<file path="src/rtl/dds_sweep_controller_pkg.sv">
// Shared types and helpers for the DDS frequency-sweep controller.
// Optional triangle sweep is enabled by defining DDS_SWEEP_TRIANGLE_EN.
package dds_pkg;

    localparam int unsigned TW_WIDTH_DEF    = 8;
    localparam int unsigned DWELL_WIDTH_DEF = 8;
    // Helpers work at this width; TW_WIDTH must not exceed it.
    localparam int unsigned TW_MAX          = 32;

    typedef enum logic [1:0] {
        IDLE,
        UP,
        DOWN
    } dds_state_e;

    // a + b, saturating at limit; the extra bit catches the carry out.
    function automatic logic [TW_MAX-1:0] clamp_add(
        input logic [TW_MAX-1:0] a,
        input logic [TW_MAX-1:0] b,
        input logic [TW_MAX-1:0] limit
    );
        logic [TW_MAX:0] sum;
        sum = {1'b0, a} + {1'b0, b};
        if (sum > {1'b0, limit}) begin
            return limit;
        end else begin
            return sum[TW_MAX-1:0];
        end
    endfunction

    // a - b, saturating at floor without ever wrapping below zero.
    function automatic logic [TW_MAX-1:0] clamp_sub(
        input logic [TW_MAX-1:0] a,
        input logic [TW_MAX-1:0] b,
        input logic [TW_MAX-1:0] floor
    );
        if (b > a) begin
            return floor;
        end else if ((a - b) < floor) begin
            return floor;
        end else begin
            return a - b;
        end
    endfunction

endpackage

</file>
<file path="src/rtl/dds_sweep_controller_if.sv">
// Control-side bus of the sweep controller: configuration, start/stop and
// busy/done/error handshake. master = register/control logic, slave = controller.
interface dds_sweep_controller_if
    import dds_pkg::*;
#(
    parameter int unsigned TW_WIDTH    = TW_WIDTH_DEF,
    parameter int unsigned DWELL_WIDTH = DWELL_WIDTH_DEF
);

    logic                   Start_i;
    logic                   Stop_i;
    logic [TW_WIDTH-1:0]    StartWord_i;
    logic [TW_WIDTH-1:0]    StopWord_i;
    logic [TW_WIDTH-1:0]    Step_i;
    logic [DWELL_WIDTH-1:0] Dwell_i;
    logic                   Continuous_i;
    logic                   Triangle_i;
    logic                   Busy_o;
    logic                   Done_o;
    logic                   StepStrobe_o;
    logic                   Error_o;

    modport master (
        output Start_i, Stop_i, StartWord_i, StopWord_i, Step_i, Dwell_i,
               Continuous_i, Triangle_i,
        input  Busy_o, Done_o, StepStrobe_o, Error_o
    );

    modport slave (
        input  Start_i, Stop_i, StartWord_i, StopWord_i, Step_i, Dwell_i,
               Continuous_i, Triangle_i,
        output Busy_o, Done_o, StepStrobe_o, Error_o
    );

endinterface

</file>
<file path="src/rtl/dds_sweep_controller_dwell_counter.sv">
// Counts DDS period-wrap pulses and flags the one that completes the dwell.
// A dwell of 0 behaves as 1. Expire is combinational so the word register in
// the parent can update on the same edge as the qualifying Overflow_i.
module dds_dwell_counter
    import dds_pkg::*;
#(
    parameter int unsigned DWELL_WIDTH = DWELL_WIDTH_DEF
) (
    input  logic                   Clock,
    input  logic                   Reset,
    input  logic                   Clear,
    input  logic                   Overflow_i,
    input  logic [DWELL_WIDTH-1:0] Dwell,
    output logic                   Expire
);

    logic [DWELL_WIDTH-1:0] r_count;
    logic [DWELL_WIDTH-1:0] w_target;

    assign w_target = (Dwell == '0) ? DWELL_WIDTH'(1) : Dwell;
    assign Expire   = Overflow_i && !Clear && (r_count == (w_target - DWELL_WIDTH'(1)));

    // Period counter: cleared on request, restarts after each expiry.
    always_ff @(posedge Clock or negedge Reset) begin
        if (!Reset) begin
            r_count <= '0;
        end else if (Clear || Expire) begin
            r_count <= '0;
        end else if (Overflow_i) begin
            r_count <= r_count + DWELL_WIDTH'(1);
        end
    end

endmodule

</file>
<file path="src/rtl/dds_sweep_controller.sv">
// Linear frequency-sweep sequencer driving the DDS tuning word.
// Define DDS_SWEEP_TRIANGLE_EN to build the DOWN leg (triangle sweeps);
// otherwise Triangle_i is ignored and only single/continuous up-sweeps exist.
module dds_sweep_controller
    import dds_pkg::*;
#(
    parameter int unsigned TW_WIDTH    = TW_WIDTH_DEF,
    parameter int unsigned DWELL_WIDTH = DWELL_WIDTH_DEF
) (
    input  logic                  Clock,
    input  logic                  Reset,
    dds_sweep_controller_if.slave ctrl,
    input  logic                  Overflow_i,
    output logic [TW_WIDTH-1:0]   TuningWord_o
);

    dds_state_e             r_state;
    logic [TW_WIDTH-1:0]    r_word;
    logic [TW_WIDTH-1:0]    r_start;
    logic [TW_WIDTH-1:0]    r_stop;
    logic [TW_WIDTH-1:0]    r_step;
    logic [DWELL_WIDTH-1:0] r_dwell;
    logic                   r_cont;
    logic                   r_busy;
    logic                   r_done;
    logic                   r_strobe;
    logic                   r_error;

    logic                   w_expire;
    logic                   w_clear;
    logic [TW_WIDTH-1:0]    w_up_next;

    assign TuningWord_o      = r_word;
    assign ctrl.Busy_o       = r_busy;
    assign ctrl.Done_o       = r_done;
    assign ctrl.StepStrobe_o = r_strobe;
    assign ctrl.Error_o      = r_error;

    assign w_clear   = !r_busy || ctrl.Stop_i;
    assign w_up_next = TW_WIDTH'(clamp_add(TW_MAX'(r_word), TW_MAX'(r_step), TW_MAX'(r_stop)));

`ifdef DDS_SWEEP_TRIANGLE_EN
    logic                r_tri;
    logic [TW_WIDTH-1:0] w_down_next;
    logic [TW_WIDTH-1:0] w_turn_word;
    logic [TW_WIDTH-1:0] w_rise_word;

    assign w_down_next = TW_WIDTH'(clamp_sub(TW_MAX'(r_word), TW_MAX'(r_step), TW_MAX'(r_start)));
    assign w_turn_word = TW_WIDTH'(clamp_sub(TW_MAX'(r_stop), TW_MAX'(r_step), TW_MAX'(r_start)));
    assign w_rise_word = TW_WIDTH'(clamp_add(TW_MAX'(r_start), TW_MAX'(r_step), TW_MAX'(r_stop)));
`else
    logic w_unused_tri;
    assign w_unused_tri = ctrl.Triangle_i;
`endif

    dds_dwell_counter #(
        .DWELL_WIDTH (DWELL_WIDTH)
    ) u_dwell (
        .Clock      (Clock),
        .Reset      (Reset),
        .Clear      (w_clear),
        .Overflow_i (Overflow_i),
        .Dwell      (r_dwell),
        .Expire     (w_expire)
    );

    // Sweep FSM with word register and registered handshake pulses.
    always_ff @(posedge Clock or negedge Reset) begin
        if (!Reset) begin
            r_state  <= IDLE;
            r_word   <= '0;
            r_start  <= '0;
            r_stop   <= '0;
            r_step   <= '0;
            r_dwell  <= '0;
            r_cont   <= 1'b0;
            r_busy   <= 1'b0;
            r_done   <= 1'b0;
            r_strobe <= 1'b0;
            r_error  <= 1'b0;
`ifdef DDS_SWEEP_TRIANGLE_EN
            r_tri    <= 1'b0;
`endif
        end else begin
            r_done   <= 1'b0;
            r_strobe <= 1'b0;
            r_error  <= 1'b0;
            if (ctrl.Stop_i) begin
                r_state <= IDLE;
                r_word  <= '0;
                r_busy  <= 1'b0;
            end else begin
                case (r_state)
                    IDLE: begin
                        if (ctrl.Start_i) begin
                            if (ctrl.Step_i == '0 || ctrl.StartWord_i > ctrl.StopWord_i) begin
                                r_error <= 1'b1;
                            end else begin
                                r_start <= ctrl.StartWord_i;
                                r_stop  <= ctrl.StopWord_i;
                                r_step  <= ctrl.Step_i;
                                r_dwell <= ctrl.Dwell_i;
                                r_cont  <= ctrl.Continuous_i;
`ifdef DDS_SWEEP_TRIANGLE_EN
                                r_tri   <= ctrl.Triangle_i;
`endif
                                r_word  <= ctrl.StartWord_i;
                                r_busy  <= 1'b1;
                                r_state <= UP;
                            end
                        end
                    end
                    UP: begin
                        if (w_expire) begin
                            if (r_word == r_stop) begin
                                // Strobe only flags a real change: with Start==Stop the
                                // reload/turn keeps the same word.
`ifdef DDS_SWEEP_TRIANGLE_EN
                                if (r_tri) begin
                                    r_state  <= DOWN;
                                    r_word   <= w_turn_word;
                                    r_strobe <= (w_turn_word != r_word);
                                end else
`endif
                                if (r_cont) begin
                                    r_word   <= r_start;
                                    r_strobe <= (r_start != r_word);
                                end else begin
                                    r_state <= IDLE;
                                    r_word  <= '0;
                                    r_busy  <= 1'b0;
                                    r_done  <= 1'b1;
                                end
                            end else begin
                                r_word   <= w_up_next;
                                r_strobe <= 1'b1;
                            end
                        end
                    end
`ifdef DDS_SWEEP_TRIANGLE_EN
                    DOWN: begin
                        if (w_expire) begin
                            if (r_word == r_start) begin
                                if (r_cont) begin
                                    r_state  <= UP;
                                    r_word   <= w_rise_word;
                                    r_strobe <= (w_rise_word != r_word);
                                end else begin
                                    r_state <= IDLE;
                                    r_word  <= '0;
                                    r_busy  <= 1'b0;
                                    r_done  <= 1'b1;
                                end
                            end else begin
                                r_word   <= w_down_next;
                                r_strobe <= 1'b1;
                            end
                        end
                    end
`endif
                    default: begin
                        r_state <= IDLE;
                        r_word  <= '0;
                        r_busy  <= 1'b0;
                    end
                endcase
            end
        end
    end

endmodule

</file>
<file path="src/flat_wrapper.sv">
// flat-port wrapper written by rule: the top's interface ports become plain ports
module dds_sweep_controller_flat import dds_pkg::*;
#(
    parameter int unsigned TW_WIDTH    = TW_WIDTH_DEF,
    parameter int unsigned DWELL_WIDTH = DWELL_WIDTH_DEF
)
  (Clock, Reset, Overflow_i, TuningWord_o, ctrl_Start_i, ctrl_Stop_i, ctrl_StartWord_i, ctrl_StopWord_i, ctrl_Step_i, ctrl_Dwell_i, ctrl_Continuous_i, ctrl_Triangle_i, ctrl_Busy_o, ctrl_Done_o, ctrl_StepStrobe_o, ctrl_Error_o);
  dds_sweep_controller_if #(.TW_WIDTH(TW_WIDTH), .DWELL_WIDTH(DWELL_WIDTH)) ctrl_i ();
  input  logic Clock;
  input  logic Reset;
  input  logic Overflow_i;
  output logic [TW_WIDTH-1:0] TuningWord_o;
  input wire logic [$bits(ctrl_i.Start_i)-1:0] ctrl_Start_i;
  input wire logic [$bits(ctrl_i.Stop_i)-1:0] ctrl_Stop_i;
  input wire logic [$bits(ctrl_i.StartWord_i)-1:0] ctrl_StartWord_i;
  input wire logic [$bits(ctrl_i.StopWord_i)-1:0] ctrl_StopWord_i;
  input wire logic [$bits(ctrl_i.Step_i)-1:0] ctrl_Step_i;
  input wire logic [$bits(ctrl_i.Dwell_i)-1:0] ctrl_Dwell_i;
  input wire logic [$bits(ctrl_i.Continuous_i)-1:0] ctrl_Continuous_i;
  input wire logic [$bits(ctrl_i.Triangle_i)-1:0] ctrl_Triangle_i;
  output wire logic [$bits(ctrl_i.Busy_o)-1:0] ctrl_Busy_o;
  output wire logic [$bits(ctrl_i.Done_o)-1:0] ctrl_Done_o;
  output wire logic [$bits(ctrl_i.StepStrobe_o)-1:0] ctrl_StepStrobe_o;
  output wire logic [$bits(ctrl_i.Error_o)-1:0] ctrl_Error_o;
  assign ctrl_i.Start_i = ctrl_Start_i;
  assign ctrl_i.Stop_i = ctrl_Stop_i;
  assign ctrl_i.StartWord_i = ctrl_StartWord_i;
  assign ctrl_i.StopWord_i = ctrl_StopWord_i;
  assign ctrl_i.Step_i = ctrl_Step_i;
  assign ctrl_i.Dwell_i = ctrl_Dwell_i;
  assign ctrl_i.Continuous_i = ctrl_Continuous_i;
  assign ctrl_i.Triangle_i = ctrl_Triangle_i;
  assign ctrl_Busy_o = ctrl_i.Busy_o;
  assign ctrl_Done_o = ctrl_i.Done_o;
  assign ctrl_StepStrobe_o = ctrl_i.StepStrobe_o;
  assign ctrl_Error_o = ctrl_i.Error_o;
  dds_sweep_controller #(.TW_WIDTH(TW_WIDTH), .DWELL_WIDTH(DWELL_WIDTH)) u_core (.Clock(Clock), .Reset(Reset), .ctrl(ctrl_i), .Overflow_i(Overflow_i), .TuningWord_o(TuningWord_o));
endmodule
</file>
<file path="config.mk">
export PLATFORM = sky130hd
export DESIGN_NAME = dds_sweep_controller_flat
export DESIGN_NICKNAME = d
export VERILOG_FILES = /design/src/rtl/dds_sweep_controller_pkg.sv /design/src/rtl/dds_sweep_controller_if.sv /design/src/rtl/dds_sweep_controller_dwell_counter.sv /design/src/rtl/dds_sweep_controller.sv /design/src/flat_wrapper.sv
export SDC_FILE = /design/constraint.sdc
export NUM_CORES = 1
export LEC_CHECK = 0
export BUFFER_PORTS_ARGS = -buffer_cell sky130_fd_sc_hd__buf_2
export CAP_MARGIN = 40
export CORE_ASPECT_RATIO = 1.5
export CORE_MARGIN = 5
export CORE_UTILIZATION = 35
export DETAILED_ROUTE_END_ITERATION = 8
export PLACE_DENSITY_LB_ADDON = 0.1
export SYNTH_ARGS = -nofsm -noshare
export SYNTH_HDL_FRONTEND = slang
export SYNTH_SLANG_ARGS = --single-unit
</file>
<file path="constraint.sdc">
create_clock -name Clock -period 5.05 [get_ports Clock]
set_input_delay 0 -clock Clock [delete_from_list [all_inputs] [get_ports Clock]]
set_output_delay 0 -clock Clock [all_outputs]
set_load 0.02 [all_outputs]
</file>
After elaboration in Yosys (flattened, before gate mapping)
Index checks and enable logic that the tools add are counted.
- register bits: 55
- input bits: 39
- output and inout port bits: 12
- word-level logic and storage cells: 81
- add/sub/neg operators: 3
- $lt $le $gt $ge: 2
- equal/unequal tests: 9
- mux-type cells: 39
- bitwise gates (word level): 2
- reductions and logical operators: 14
- operators by type and width (cell ; number):
    8-bit 2-to-1 mux ; 10
    1-bit 2-to-1 mux ; 20
    8-bit equality test ; 2
    8-bit logical NOT ; 2
    8-bit one-hot mux with 2 select lines ; 1
    2-bit 2-to-1 mux ; 6
    3-bit inequality test, second input constant ; 4
    8-bit by 8-bit adder with 9-bit output ; 1
    9-bit by 8-bit greater-than comparator with 1-bit output ; 1
    8-bit by 1-bit adder with 8-bit output, second input constant ; 1
    8-bit greater-than comparator ; 1
    8-bit inequality test ; 1
    8-bit by 1-bit subtractor with 8-bit output, second input constant ; 1
    5-bit AND reduction ; 1
    2-bit one-hot mux with 2 select lines ; 1
    4-bit AND reduction ; 1
    1-bit logical OR ; 3
    3-bit by 2-bit inequality test with 1-bit output, second input constant ; 1
    3-bit AND reduction ; 1
    2-bit by 1-bit equality test with 1-bit output, second input constant ; 1
    1-bit logical AND ; 2
    1-bit logical NOT ; 2
    2-bit logical NOT ; 1
    1-bit inverter ; 2
    2 further kinds ; 2

Logic depth before layout (Yosys ltp)
Gate-level depths: netlist (run 1).
- depth after elaboration: 8
- depth in mapped cells: 15
- gate-level depth less buffers: 15

By module
Synthesis (run 1) repeated with hierarchy kept, for this count alone.
- cell total of the unflattened synthesis: 365
- area total of the unflattened synthesis: 3782.4 um^2
- modules (own cells, without submodules) (module ; times used ; cells an instance ; area each (um^2) ; sequential area each (um^2)):
    dds_sweep_controller ; 1 ; 288 ; 3089.2 ; 1126.1
    dds_dwell_counter ; 1 ; 77 ; 693.2 ; 200.2

Least setup slack after synthesis (run 1)
No wires, ideal clock.
- kind: reg2reg
- from: reg u_core.r_word[4] (netlist: u_core.TuningWord_o[4])
- to: reg u_core.r_word[4] (netlist: u_core.TuningWord_o[4])
- arrival time: 3514 ps
- setup slack: 1450 ps
- cell stages (with the launch flop): 13
- period minus slack after synthesis: 3600 ps
- path through: dfrtp_1 > ha_1 > or3_1 > a211oi_1 > nor2_1 > xor2_1 > ha_1 > or4_1 > a2111oi_0 > o21ai_2 > mux2i_1 > a211o_1 > o211ai_1
- word-level cells in the longest chain between the ends: 7
- elaborated cells between the ends (all ways): 8
- RTL lines (element ; line ; text):
    start: declaration ; dds_sweep_controller.sv:18 ; logic [TW_WIDTH-1:0] r_word;
    start signal: assignment ; dds_sweep_controller.sv:107 ; r_word <= ctrl.StartWord_i;
    start signal: assignment ; dds_sweep_controller.sv:126 ; r_word <= r_start;
    start signal: assignment ; dds_sweep_controller.sv:135 ; r_word <= w_up_next;
    8-bit by 8-bit adder with 9-bit output ; dds_sweep_controller_pkg.sv:23 ; sum = {1'b0, a} + {1'b0, b};
    9-bit by 8-bit greater-than comparator with 1-bit output ; dds_sweep_controller_pkg.sv:24 ; if (sum > {1'b0, limit}) begin
    8-bit 2-to-1 mux ; dds_sweep_controller_pkg.sv:24 ;
    8-bit 2-to-1 mux (*) ; dds_sweep_controller.sv:115 ; if (r_word == r_stop) begin
    8-bit 2-to-1 mux (*) ; dds_sweep_controller.sv:114 ; if (w_expire) begin
    8-bit one-hot mux with 2 select lines (*) ; dds_sweep_controller.sv:93 ; case (r_state)
    8-bit 2-to-1 mux (*) ; dds_sweep_controller.sv:88 ; if (ctrl.Stop_i) begin
Mark *: on every way between the ends. The rest lies on a longest branch, timed or not. The select of a mux whose other input is x is not followed.
A chain may end at the register's enable or synchronous reset.

Worst setup path after layout (run 1)
- from: reg u_core.r_word[4] (netlist: u_core.TuningWord_o[4])
- to: reg u_core.r_word[5] (netlist: u_core.TuningWord_o[5])
The elaborated chain is that of the path after synthesis.

==> results of run 1 <==
-- cells by family after synthesis --
family | count (synthesis) | synth area share
compound gates | 72 | 0.137
xor+xnor | 35 | 0.0895
mux | 33 | 0.107
simple gates | 95 | 0.141
buf+inv | 41 | 0.0492
fa+ha+maj | 27 | 0.0984
flops | 53 | 0.378
-- worst reg2reg max path, delay by kind of cell (launching register included) --
kind,cells,cell delay (ps)
simple gates,3,1000
compound gates,5,1500
buf+inv,1,160
mux,1,210
xor+xnor,1,170
fa+ha+maj,2,440
flops,1,360
-- cell type report --
type | instances | area [um2] | area share
clock buffers | 5 | 125 | 0.0287
clock inverters | 3 | 21.3 | 0.00487
inverters | 29 | 109 | 0.0249
multi-input cells | 262 | 2020 | 0.462
flip-flops and latches | 53 | 1330 | 0.304
well taps | 115 | 144 | 0.0330
repair buffers | 88 | 626 | 0.143
-- worst max path at each step --
stage / start / endpoint
6_report: u_core.TuningWord_o[4] / u_core.TuningWord_o[5]
5_1_grt: u_core.TuningWord_o[0] / u_core.TuningWord_o[5]
4_1_cts: u_core.TuningWord_o[1] / u_core.TuningWord_o[1]
3_5_place_dp: u_core.TuningWord_o[0] / u_core.TuningWord_o[1]
3_3_place_gp: u_core.TuningWord_o[4] / u_core.TuningWord_o[1]
2_1_floorplan: u_core.TuningWord_o[4] / u_core.TuningWord_o[4]
-- layer usage --
layer	up-vias	part of all wire	track usage
li1	1437	-	-
met1	1359	0.40	0.182
met2	44	0.55	0.312
met3	14	0.025	0.0205
met4	0	0.026	0.0612
met5	-	0	0
-- sequential cells by signal, summed over array words and instances, names as in the netlist --
signal and count:
u_core.TuningWord_o 8, u_core.ctrl.Done_o 1, u_core.ctrl.Error_o 1, u_core.ctrl.StepStrobe_o 1, u_core.r_cont 1, u_core.r_dwell 8
u_core.r_start 8, u_core.r_state 1, u_core.r_step 8, u_core.r_stop 8, u_core.u_dwell.r_count 8
-- cells in the final DEF, fill, tap and decap left out, drive strengths merged, types with 4 or more instances in the layout --
cell,Yosys,layout
nor2b,7,7
nor4,6,6
nand2,25,25
o21ai,19,19
nor3,4,4
a21oi,11,11
nor2,22,22
o22ai,5,5
o211ai,5,5
or4,5,5
and3,4,4
o21a,4,4
xor2,18,18
nand3,7,7
a31oi,5,5
buf,5,53
a211o,4,4
nand4,8,8
inv,29,30
mux2i,9,9
xnor2,17,17
ha,26,26
mux2,24,24
dfrtp,53,53
dlygate4sd3,0,35
clkbuf,7,5
-- report_power, final --
group          switching (mW)  internal (mW)
sequential              0.197          0.578
combinational           0.750          0.688
clock                   0.169          0.185
total                    1.12           1.45
-- stage by stage --
stage          cells  hold WS, ps  cell area [um2]
6_report         555         74.3             4370
5_1_grt          555          100             4370
4_1_cts          555         68.3             4370
3_5_place_dp     512          203             3870
3_3_place_gp     512          196             3870
2_1_floorplan    356         -296             3510
-- repair_timing --
action | in CTS | in global routing
hold endpoints to repair | 90 | 0
hold buffers | 35 | 0
setup buffers | 0 | 0
==> qor.csv, run 1 <==
stage,metric,value,unit
synthesis,synth_most_common_cell,dfrtp_1,
synthesis,synth_edf_count,0,
global_routing,grt-ovfl-total,0,
clock_network,clock_latency,300,ps
worst_setup_path,critPathSlowestCell,a2111oi_0,
power,total_power,2.57,mW
run,maxCapViolations,0,
finish,diodes,0,
synthesis,synthArstFlopShare,1.00,
worst_setup_path,crit_chain,"buf_4, ha_1, or3_1, a211oi_1, nor2_1, xor2_1, ha_1, or4_1, a2111oi_0, o21ai_2, mux2i_1, a211o_1, o211ai_1",
synthesis,yosys_register_bits,53,
sta,setup_viol,0,
worst_setup_path,reg2reg_from,u_core.TuningWord_o[4],
routing,via_per_inst,5.14,
synthesis,synth.avg_cell_area,9.85,um2
synthesis,yosys_warnings,0,
clock_network,clockBufferDepth,2,
worst_setup_path,cp.arrival,4120,ps
global_routing,antenna_found_initial,0,
sta,hold_violations,0,
worst_hold_path,worstHoldPathCells,3,
worst_setup_path,worstRegToRegCells,13,
sta,final.period_utilization,0.771,
placed_design,finalWeightedCongestion,0.814,
global_routing,grt.total_usage,0.164,
synthesis,synth_flop_cell,dfrtp_1,
power,p_leak,2.06,nW
routing,totalWireLength,9250,um
synthesis,synth_seq_area_share,0.378,
synthesis,yosysTopAreaCell,dfrtp_1,
worst_setup_path,path_max_fanout,9,
clock_network,cts_made_buffers,5,
routing,drt-initial-drc-count,90,
routing,ant_nets,0,
sta,rsz0062_at_grt,false,
worst_setup_path,start_kind,register,
clock_network,root_buffer,clkbuf_16,
floorplan,io_pins,51,
global_routing,grt_pass1_wl,15900,um
placed_design,place_ws,1140,ps
synthesis,synth_top_area_frac,0.378,
worst_hold_path,worstHoldStart,Overflow_i,
clock_network,cts_tree,yes,
clock_network,path_clk_slew,80,ps
routing,wl_per_cell,16.7,um
placed_design,io_buffers,49,
sta,slew_violations,0,
routing,dr.pass1.iters,4,
synthesis,synthTopCellsByArea,"dfrtp_1 38%, ha_1 9.3%, mux2_2 6.4%",
finish,fill_cells,955,
sta,relSlewSlack,0.452,
floorplan,die_area,12200,um2
sta,min_period,3900,ps
synthesis,synthCells,356,
sta,fin_setup_tns,0,ps
clock_network,ctsResizeCount,0,
finish,post-route-util,0.448,
sta,max_slew.worst_pin.slew,813,ps
worst_setup_path,max_stage_delay,520,ps
clock_network,cts.htree.levels,2,
global_routing,grt_pass1_vias,3071,
finish,drive_gt1_frac,0.209,
worst_setup_path,crit_top_cell,ha_1,
floorplan,fp-row-count,44,
outcome,outcome,completed,
worst_setup_path,critPathTopFamily,compound AO/OA/AOI/OAI gates,
routing,vias,2854,
clock_network,cts_sinks,53,
worst_setup_path,path_depth,13,
floorplan,coreArea,9740,um2
worst_setup_path,required,5270,ps
floorplan,initial_utilization,0.360,
worst_hold_path,hold_class,in -> reg,
floorplan,die_y,133,um
placed_design,hpwl,7070,um
sta,fmax,257,MHz
sta,fin_ws,1150,ps
worst_setup_path,path_buf_inv,1,
worst_setup_path,crit_path_end_kind,register,
worst_setup_path,ff2ff_setup_slack,1150,ps
synthesis,synth_cell_type_count,50,
worst_hold_path,hold_end,u_core.u_dwell.r_count[0],
finish,final_nets,505,
worst_setup_path,crit_type,reg -> reg,
power,peakVddDrop,318,uV
synthesis,synth_area,3510,um2
floorplan,die_width,91.7,um
routing,drcViolationCount,0,
power,p_per_area,588,nW/um2
sta,finClkSkew,6.64,ps
finish,area_growth,24.5,%
global_routing,grt_max_degree,54,
synthesis,syn_nets,422,
synthesis,synth_commonest_cells,"53 x dfrtp_1, 29 x inv_1, 26 x ha_1",
worst_setup_path,timing.rr.end,u_core.TuningWord_o[5],
Power figures use the tool's default switching activity.
==> run 2, diff against run 1 <==
clock period = 3.6 ns   (was 5.05 ns; I/O delays follow)
==> run 2 against run 1 <==
Against the previous run: the run now ends with hold timing left; register-to-register slack worse by 1000 ps; global-route usage rose by 0.22 points; clock-buffer cell count rose by 2; critical path depth increased by 2; combinational power increased by 83%; maximum frequency grew 12%; critical path type unchanged; largest power group unchanged.
==> qor.csv, run 2 (same netlist as run 1, synthesis figures left out) <==
stage,metric,value,unit,change
outcome,outcome,"finished, violations left",,was completed
outcome,violations,hold timing,,
worst_setup_path,cp.arrival,3650,ps,was 4120 ps
sta,min_period,3490,ps,was 3900 ps
floorplan,die_width,91.7,um,unchanged
sta,relSlewSlack,0.524,,was 0.452
placed_design,hpwl,7510,um,was 7070 um
sta,hold_violations,1,,was 0
floorplan,coreArea,9740,um2,unchanged
finish,diodes,0,,unchanged
placed_design,place_ws,-173,ps,was 1140 ps
worst_setup_path,critPathSlowestCell,dfrtp_1,,was a2111oi_0
routing,via_per_inst,5.12,,was 5.14
sta,finClkSkew,3.38,ps,was 6.64 ps
sta,final.period_utilization,0.970,,was 0.771
worst_setup_path,crit_path_end_kind,register,,unchanged
sta,fmax,287,MHz,was 257 MHz
worst_setup_path,required,3760,ps,was 5270 ps
finish,fill_cells,977,,was 955
power,p_per_area,914,nW/um2,was 588 nW/um2
global_routing,grt.total_usage,0.166,,was 0.164
clock_network,clock_latency,290,ps,was 300 ps
clock_network,cts_made_buffers,5,,unchanged
worst_setup_path,critPathTopFamily,compound AO/OA/AOI/OAI gates,,unchanged
routing,ant_nets,0,,unchanged
clock_network,path_clk_slew,70,ps,was 80 ps
global_routing,grt_max_degree,37,,was 54
sta,rsz0062_at_grt,true,,was false
placed_design,io_buffers,49,,unchanged
finish,final_nets,529,,was 505
floorplan,initial_utilization,0.360,,unchanged
clock_network,root_buffer,clkbuf_16,,unchanged
routing,vias,2962,,was 2854
sta,max_slew.worst_pin.slew,706,ps,was 813 ps
floorplan,io_pins,51,,unchanged
worst_setup_path,crit_type,reg -> reg,,unchanged
routing,dr.pass1.iters,4,,unchanged
worst_setup_path,start_kind,register,,unchanged
sta,fin_ws,110,ps,was 1150 ps
clock_network,cts_tree,yes,,unchanged
worst_setup_path,path_max_fanout,4,,was 9
clock_network,cts.htree.levels,2,,unchanged
placed_design,finalWeightedCongestion,0.851,,was 0.814
global_routing,grt_pass1_wl,15900,um,about the same
finish,area_growth,32.6,%,was 24.5%
run,maxCapViolations,0,,unchanged
worst_setup_path,max_stage_delay,420,ps,was 520 ps
finish,post-route-util,0.477,,was 0.448
routing,totalWireLength,9750,um,was 9250 um
sta,hold_ws,-4.95,ps,was 74.3 ps
clock_network,cts_sinks,53,,unchanged
routing,wl_per_cell,16.8,um,was 16.7 um
worst_hold_path,hold_class,in -> reg,,unchanged
global_routing,grt_pass1_vias,3204,,was 3071
floorplan,die_y,133,um,unchanged
global_routing,grt-ovfl-total,0,,unchanged
finish,drive_gt1_frac,0.284,,was 0.209
sta,fin_setup_tns,0,ps,unchanged
finish,final_cell_mix,"52 x dfrtp_1, 49 x buf_2, 34 x dlygate4sd3_1, 28 x inv_1, 27 x buf_4",,"was 53 x dfrtp_1, 49 x buf_2, 35 x dlygate4sd3_1, 29 x inv_1, 26 x ha_1"
floorplan,fp-row-count,44,,unchanged
global_routing,antenna_found_initial,0,,unchanged
routing,drt-initial-drc-count,100,,was 90
finish,layout.cells.most_common,dfrtp_1,,unchanged
routing,drcViolationCount,0,,unchanged
power,p_leak,2.19,nW,was 2.06 nW
worst_setup_path,path_buf_inv,2,,was 1
power,peakVddDrop,555,uV,was 318 uV
sta,setup_viol,0,,unchanged
clock_network,clockBufferDepth,2,,unchanged
worst_setup_path,crit_chain,"ha_4, buf_4, nor2b_2, o31a_1, buf_6, o31a_1, a21oi_2, ha_1, nand4_1, or2_4, a21oi_2, o21ai_2, mux2i_1, a211o_1, o211ai_1",,"was buf_4, ha_1, or3_1, a211oi_1, nor2_1, xor2_1, ha_1, or4_1, a2111oi_0, o21ai_2, mux2i_1, a211o_1, o211ai_1"
floorplan,die_area,12200,um2,unchanged
sta,slew_violations,0,,unchanged
[run 2: cell types whose count changed in the layout (fill, tap and decap cells not counted), sizes merged]
cell         before  now
buf              53   78
clkinv            1    0
dlygate4sd3      35   34
clkinvlp          1    0
bufinv            0    1
inv              30   29
clkbuf            5    7
[run 2: worst min-delay path: cells and delay by family]
family                 cells  cell delay (ps)
buffers and inverters      1              100
AND/OR/NAND/NOR            1               80
AO/OA/AOI/OAI              1               80
[run 2: worst paths after layout]
path	to	slack [ps]	depth (start not counted)	startpoint
max reg2reg	u_core.TuningWord_o[4]	110	15	u_core.r_step[2]
max in group asynchronous	u_core.TuningWord_o[7]	2570	3	Reset
max	u_core.TuningWord_o[4]	110	15	u_core.r_step[2]
min in group asynchronous	u_core.r_step[5]	200	2	Reset
min	u_core.r_start[6]	-5	3	ctrl_StartWord_i[6]
min reg2reg	u_core.ctrl.Done_o	520	1	u_core.r_cont
[run 2: through the flow]
stage               area, um2  instances  total power, mW
floorplan                3510        356             2.58
global placement         4040        533             3.43
detailed placement       4040        533             3.45
CTS                      4610        577             4.29
global route             4650        579             4.59
finish                   4650        579             4.25
[run 2: where the power goes]
group	leakage [nW]	switching (mW)	internal, mW
Clock	0.0841	0.217	0.348
Sequential	0.664	0.246	0.813
Combinational	1.44	1.27	1.36
[run 2: per-layer routing]
metal,wire length [um],global-route usage
met1,3890,0.187
met2,5270,0.313
met3,329,0.0227
met4,255,0.0620
met5,0,0
[run 2: what timing repair did]
action | CTS | global route
endpoints found under the hold margin | 52 | 0
pin swaps | 2 | 25
setup endpoints to repair | 8 | 8
setup buffers | 2 | 3
hold buffers | 34 | 0
resized for setup | 8 | 14
[run 2: area by class of cell]
type                    count  area (um2)  share of cell area
clock inverters             1        30.0             0.00646
inverters                  29         109              0.0234
flip-flops and latches     53        1330               0.285
repair buffers            112         811               0.174
multi-input cells         262        2090               0.449
well taps                 115         144              0.0309
clock buffers               7         143              0.0307
